[src/rtl/enigma_ctrl.sv]
// enigma_ctrl -- command sequencer for the Enigma rotor datapath.
//
// Accepts byte-level commands, holds the three rotor positions, applies the
// historical stepping rule (with the middle-rotor double-step) before every
// character, launches the substitution datapath and returns its result.
//
// Ports:
//   clk, rst_n             clock, asynchronous active-low reset
//   cmd_valid/op/data      command handshake input (op 3 bits, data 5 bits)
//   cmd_ready              high only while IDLE
//   dp_char, dp_pos_r/m/l  registered character and rotor offsets to datapath
//   dp_start               one-cycle launch strobe to the datapath
//   dp_result              datapath output, sampled DP_LATENCY cycles later
//   out_char, out_valid    last result and its one-cycle update pulse
//   err                    sticky error flag (cleared by RESET_POS or reset)
module enigma_ctrl #(
  parameter int DP_LATENCY = 2,
  parameter int NOTCH_R    = 21,
  parameter int NOTCH_M    = 4
) (
  input  logic       clk,
  input  logic       rst_n,
  input  logic       cmd_valid,
  input  logic [2:0] cmd_op,
  input  logic [4:0] cmd_data,
  output logic       cmd_ready,
  output logic [4:0] dp_char,
  output logic [4:0] dp_pos_r,
  output logic [4:0] dp_pos_m,
  output logic [4:0] dp_pos_l,
  output logic       dp_start,
  input  logic [4:0] dp_result,
  output logic [4:0] out_char,
  output logic       out_valid,
  output logic       err
);

  typedef enum logic [1:0] {
    ST_IDLE  = 2'd0,
    ST_STEP  = 2'd1,
    ST_DRIVE = 2'd2,
    ST_WAIT  = 2'd3
  } state_t;

  localparam logic [2:0] OP_LOAD_R  = 3'd1;
  localparam logic [2:0] OP_LOAD_M  = 3'd2;
  localparam logic [2:0] OP_LOAD_L  = 3'd3;
  localparam logic [2:0] OP_ENCRYPT = 3'd4;
  localparam logic [2:0] OP_RST_POS = 3'd5;

  localparam logic [4:0] NOTCH_R_V = 5'(NOTCH_R);
  localparam logic [4:0] NOTCH_M_V = 5'(NOTCH_M);
  // Last WAIT count value; unused when the datapath is combinational.
  localparam logic [2:0] WAIT_LAST = 3'((DP_LATENCY > 0) ? (DP_LATENCY - 1) : 0);

  state_t     state;
  state_t     state_nxt;
  logic [2:0] wait_cnt;
  logic       capture;
  logic       accept;
  logic       operand_ok;

  function automatic logic [4:0] inc26(input logic [4:0] v);
    return (v == 5'd25) ? 5'd0 : v + 5'd1;
  endfunction

  assign accept     = cmd_valid & cmd_ready;
  assign operand_ok = (cmd_data < 5'd26);

  always_ff @(posedge clk or negedge rst_n) begin
    if (!rst_n) state <= ST_IDLE;
    else        state <= state_nxt;
  end

  always_comb begin
    state_nxt = state;
    cmd_ready = 1'b0;
    dp_start  = 1'b0;
    capture   = 1'b0;
    case (state)
      ST_IDLE: begin
        cmd_ready = 1'b1;
        if (cmd_valid && cmd_op == OP_ENCRYPT && operand_ok) state_nxt = ST_STEP;
      end
      ST_STEP:  state_nxt = ST_DRIVE;
      ST_DRIVE: begin
        dp_start = 1'b1;
        if (DP_LATENCY == 0) begin
          capture   = 1'b1;
          state_nxt = ST_IDLE;
        end else begin
          state_nxt = ST_WAIT;
        end
      end
      ST_WAIT: begin
        if (wait_cnt == WAIT_LAST) begin
          capture   = 1'b1;
          state_nxt = ST_IDLE;
        end
      end
      default: state_nxt = ST_IDLE;
    endcase
  end

  // Command execution, rotor stepping and result capture.
  always_ff @(posedge clk or negedge rst_n) begin
    if (!rst_n) begin
      wait_cnt  <= 3'd0;
      dp_char   <= 5'd0;
      dp_pos_r  <= 5'd0;
      dp_pos_m  <= 5'd0;
      dp_pos_l  <= 5'd0;
      out_char  <= 5'd0;
      out_valid <= 1'b0;
      err       <= 1'b0;
    end else begin
      wait_cnt  <= (state == ST_WAIT) ? wait_cnt + 3'd1 : 3'd0;
      out_valid <= capture;
      if (capture) out_char <= dp_result;

      if (accept) begin
        case (cmd_op)
          OP_LOAD_R:  if (operand_ok) dp_pos_r <= cmd_data; else err <= 1'b1;
          OP_LOAD_M:  if (operand_ok) dp_pos_m <= cmd_data; else err <= 1'b1;
          OP_LOAD_L:  if (operand_ok) dp_pos_l <= cmd_data; else err <= 1'b1;
          OP_ENCRYPT: if (operand_ok) dp_char  <= cmd_data; else err <= 1'b1;
          OP_RST_POS: begin
            dp_pos_r <= 5'd0;
            dp_pos_m <= 5'd0;
            dp_pos_l <= 5'd0;
            err      <= 1'b0;
          end
          3'd6, 3'd7: err <= 1'b1;
          default: ;
        endcase
      end

      // Stepping decisions use the pre-step positions; a middle rotor sitting
      // on its notch carries itself and the left rotor (double-step).
      if (state == ST_STEP) begin
        dp_pos_r <= inc26(dp_pos_r);
        if (dp_pos_m == NOTCH_M_V) begin
          dp_pos_m <= inc26(dp_pos_m);
          dp_pos_l <= inc26(dp_pos_l);
        end else if (dp_pos_r == NOTCH_R_V) begin
          dp_pos_m <= inc26(dp_pos_m);
        end
      end
    end
  end

endmodule

[config.mk]
export PLATFORM = sky130hd
export DESIGN_NAME = enigma_ctrl
export DESIGN_NICKNAME = d
export VERILOG_FILES = /design/src/rtl/enigma_ctrl.sv
export SDC_FILE = /design/constraint.sdc
export NUM_CORES = 1
export LEC_CHECK = 0
export CELL_PAD_IN_SITES_DETAIL_PLACEMENT = 1
export CELL_PAD_IN_SITES_GLOBAL_PLACEMENT = 2
export CORE_MARGIN = 4
export CORE_UTILIZATION = 28
export CTS_CLUSTER_DIAMETER = 80
export DETAILED_ROUTE_END_ITERATION = 7
export HOLD_SLACK_MARGIN = 0.06
export PLACE_DENSITY = 0.73
export SYNTH_ARGS = -nofsm -noshare
export SYNTH_HDL_FRONTEND = slang
export SYNTH_SLANG_ARGS = --single-unit
[constraint.sdc]
create_clock -name clk -period 1.8 [get_ports clk]
set_clock_uncertainty 0.1 [all_clocks]
set_input_delay 0.36 -clock clk [delete_from_list [all_inputs] [get_ports clk]]
set_output_delay 0.36 -clock clk [all_outputs]
set_load 0.02 [all_outputs]
==> flow_summary_export.csv <==
group,metric,value,unit
sta,rsz0062_at_grt,"true",
logic_synthesis,syn_area_per_cell,10.1,µm²
critical_path,crit_chain,"buf_4 > ha_4 > buf_4 > and2_4 > o211a_1 > a311o_1",
layout,antenna_cells,0,
drt,firstDrtPassIters,3,
drt,vias_per_cell,4.88,
critical_path,worstSetupStartpoint,"state[0]",
logic_synthesis,synthAdderAreaFrac,8.87,%
clocking,clkTransAtPathRegs,0.07,ns
logic_synthesis,synth_top_family_by_area,"simple AND/OR/NAND/NOR gates",
sta,period_needed,1.77,ns
drt,wl_per_cell,15.3,µm
drt,num_vias,1849,
critical_path,r2r_end,"dp_pos_l[2]",
logic_synthesis,yosys-top-cells-count,"dfrtp_1 (32), ha_1 (14), nand3_1 (14)",
placement,dp_slack,-0.390,ns
clocking,ctsHtreeMaxLevel,2,
flow_run,drv_cap,0,
logic_synthesis,synthTopCellsByArea,"dfrtp_1 (41%), ha_1 (8.9%), mux2_2 (6.8%), nand3_1 (3.5%), o21ai_0 (2.5%)",
die,core_area,0.00683,mm²
clocking,cts-buffers-inserted,5,
logic_synthesis,synth-simple-area-share,19.5,%
clocking,cts-root-buf,"clkbuf_8",
layout,ff_latch_area,805,µm²
sta,setup_ws,0.0287,ns
placement,gp_congestion,0.752,
layout,design_area,0.00298,mm²
drt,routed_wl,5810,µm
layout,multi_input_area,0.00115,mm²
critical_path,crit_arrival,1.84,ns
logic_synthesis,syn_area,0.00197,mm²
clocking,clk_latency,0.28,ns
logic_synthesis,synth_compound_area_share,18.9,%
critical_path,reg2reg_setup_slack,0.03,ns
power,p_per_area,1570,mW/mm²
logic_synthesis,synth_cells,195,
power,peakVddDrop,672,µV
layout,fillCellCount,801,
drt,ant_nets,0,
global_routing,grt_pass1_wl,9740,µm
logic_synthesis,synth-seq-cells,32,
logic_synthesis,synth_warnings,0,
power,p_leak,1.38,nW
critical_path,critPathMaxFanout,7,
clocking,cts_tree,"yes",
status,outcome,"finished, final reports clean",
critical_path,cp-end-kind,"flip-flop",
global_routing,grt_max_degree,33,
die,die_y,92.0,µm
placement,hpwl,4510,µm
clocking,cts_hold_buf,0,
die,die_area,0.00846,mm²
die,die_w,92.0,µm
global_routing,grt_usage,14.4,%
worst_hold_path,hold_class,"primary input to asynchronous set/reset pin",
critical_path,crit_path_start_kind,"flip-flop",
drt,drt_iter0_markers,32,
placement,placed_cell_area,0.00284,mm²
critical_path,r2r_cells,6,
sta,tightestPinTransition,0.400,ns
sta,period_share,98.4,%
critical_path,cp_slowest_cell,"dfrtp_2",
critical_path,crit_required,1.87,ns
clocking,clockBufferDepth,2,
die,ios,45,
clocking,cts.sinks,32,
critical_path,crit_top_cell,"buf_4",
sta,setup_viol,0,
logic_synthesis,muxShareOfSynthArea,7.35,%
logic_synthesis,yosysSeqAreaShare,40.6,%
logic_synthesis,synth_edf_count,0,
layout,drive_gt1_share,29.0,%
die,initial_core_util,28.9,%
logic_synthesis,yosys.area.top_type,"dfrtp_1",
critical_path,worstSetupPathType,"flip-flop to flip-flop",
sta,finalMaxSlewViolations,0,
critical_path,reg2reg_from,"state[0]",
drt,drc,0,
global_routing,antenna_found_initial,0,
critical_path,critical_path.max_stage_delay,0.43,ns
global_routing,grt_pass1_vias,1962,
layout,fin_util,43.6,%
layout,nets,313,
global_routing,grt_overflow,0,
logic_synthesis,ys_types,51,
sta,slew_headroom,73.2,%
logic_synthesis,synth-xor-area-share,1.33,%
sta,finalHoldViolCount,0,
placement,numPortBuffers,44,
logic_synthesis,yosys.area.top_type_share,40.6,%
layout,area_growth,51.0,%
logic_synthesis,syn_nets,225,
logic_synthesis,synth-async-reset-ratio,100,%
die,std_cell_rows,30,
logic_synthesis,synth_ff_type,"dfrtp_1",
logic_synthesis,yosysMostFrequentCell,"dfrtp_1",
sta,max_freq,0.565,GHz
power,finalPower,4.69,mW
==> sequential cells by signal, indices dropped and copies added, names as in the netlist <==
register and cells:
dp_char 5, dp_pos_l 5, dp_pos_m 5, dp_pos_r 5
err 1, out_char 5, out_valid 1, state 2
wait_cnt 3
==> final cells by class <==
type,instances,share of cell area [%]
Tap cell,96,4.03
Timing Repair Buffer,86,25.4
Sequential cell,32,27.0
Inverter,12,1.60
Multi-Input combinational cell,146,38.7
Clock buffer,7,3.23
==> through the flow <==
stage / hold WS (ns) / std cells / setup TNS (ns)
3_5_place_dp: 0.370 / 370 / -6.68
3_3_place_gp: 0.357 / 370 / -6.21
5_1_grt: 0.355 / 379 / -0.0551
6_report: 0.342 / 379 / 0
2_1_floorplan: -0.0356 / 195 / -0.00255
4_1_cts: 0.341 / 377 / -0.00258
==> repair_timing <==
| item | 4_1_cts | 5_1_grt |
|---|---|---|
| buffers inserted | 0 | 2 |
| pin swaps | 0 | 1 |
| endpoints found under the setup margin | 25 | 20 |
| resized for setup | 24 | 13 |
==> worst max-delay path: cells and delay by family (launching register included) <==
kind,cells,cell delay (ns)
compound gates,2,0.52
fa+ha+maj,1,0.18
buf+inv,2,0.30
flops,1,0.43
simple gates,1,0.13
==> cell families (layout without fill, tap and decap cells) <==
family	count (synthesis)	in the layout
flops	32	32
simple gates	65	65
mux	13	13
buf+inv	17	105
xor+xnor	3	3
fa+ha+maj	14	14
compound gates	51	51
==> metal layers <==
layer / up-vias / track usage [%] / wire, µm
li1: 903 / - / -
met1: 906 / 18.5 / 2750
met2: 30 / 23.8 / 2770
met3: 10 / 3.28 / 165
met4: 0 / 4.95 / 119
met5: - / 0 / 0
==> cell usage in the layout (no fill, tap or decap), types with 4 or more instances in the layout <==
cell type	synthesis	layout
mux2_2	12	12
inv_1	12	9
o2bb2ai_1	4	4
o21ai_0	10	10
clkbuf_8	0	7
dlymetal6s2s_1	0	5
nand3_1	14	14
dfrtp_1	32	29
a31oi_1	5	5
nor2_1	7	7
nand2b_1	5	5
and3_1	4	4
a22oi_1	5	4
clkdlybuf4s50_1	0	21
ha_1	14	12
nand2_1	11	10
dlygate4sd2_1	0	16
buf_4	0	41
a21oi_1	8	8
==> worst max-delay path by stage <==
| stage | to | slack, ns | cells after the start |
|---|---|---|---|
| after global placement | dp_pos_m[1] | -0.36 | 5 |
| after floorplan | dp_pos_m[4] | -0.003 | 7 |
| after detailed placement | dp_pos_m[0] | -0.39 | 5 |
| after global routing | dp_pos_l[2] | -0.03 | 6 |
| final | dp_pos_l[2] | 0.03 | 6 |
| after CTS | cmd_ready | -0.003 | 3 |
==> where the power goes <==
| part | leakage (nW) | internal, mW | switching, mW |
|---|---|---|---|
| combinational | 0.939 | 1.38 | 1.34 |
| clock | 0.0503 | 0.340 | 0.261 |
| sequential | 0.392 | 1.06 | 0.306 |
Power figures use the tool's default switching activity.
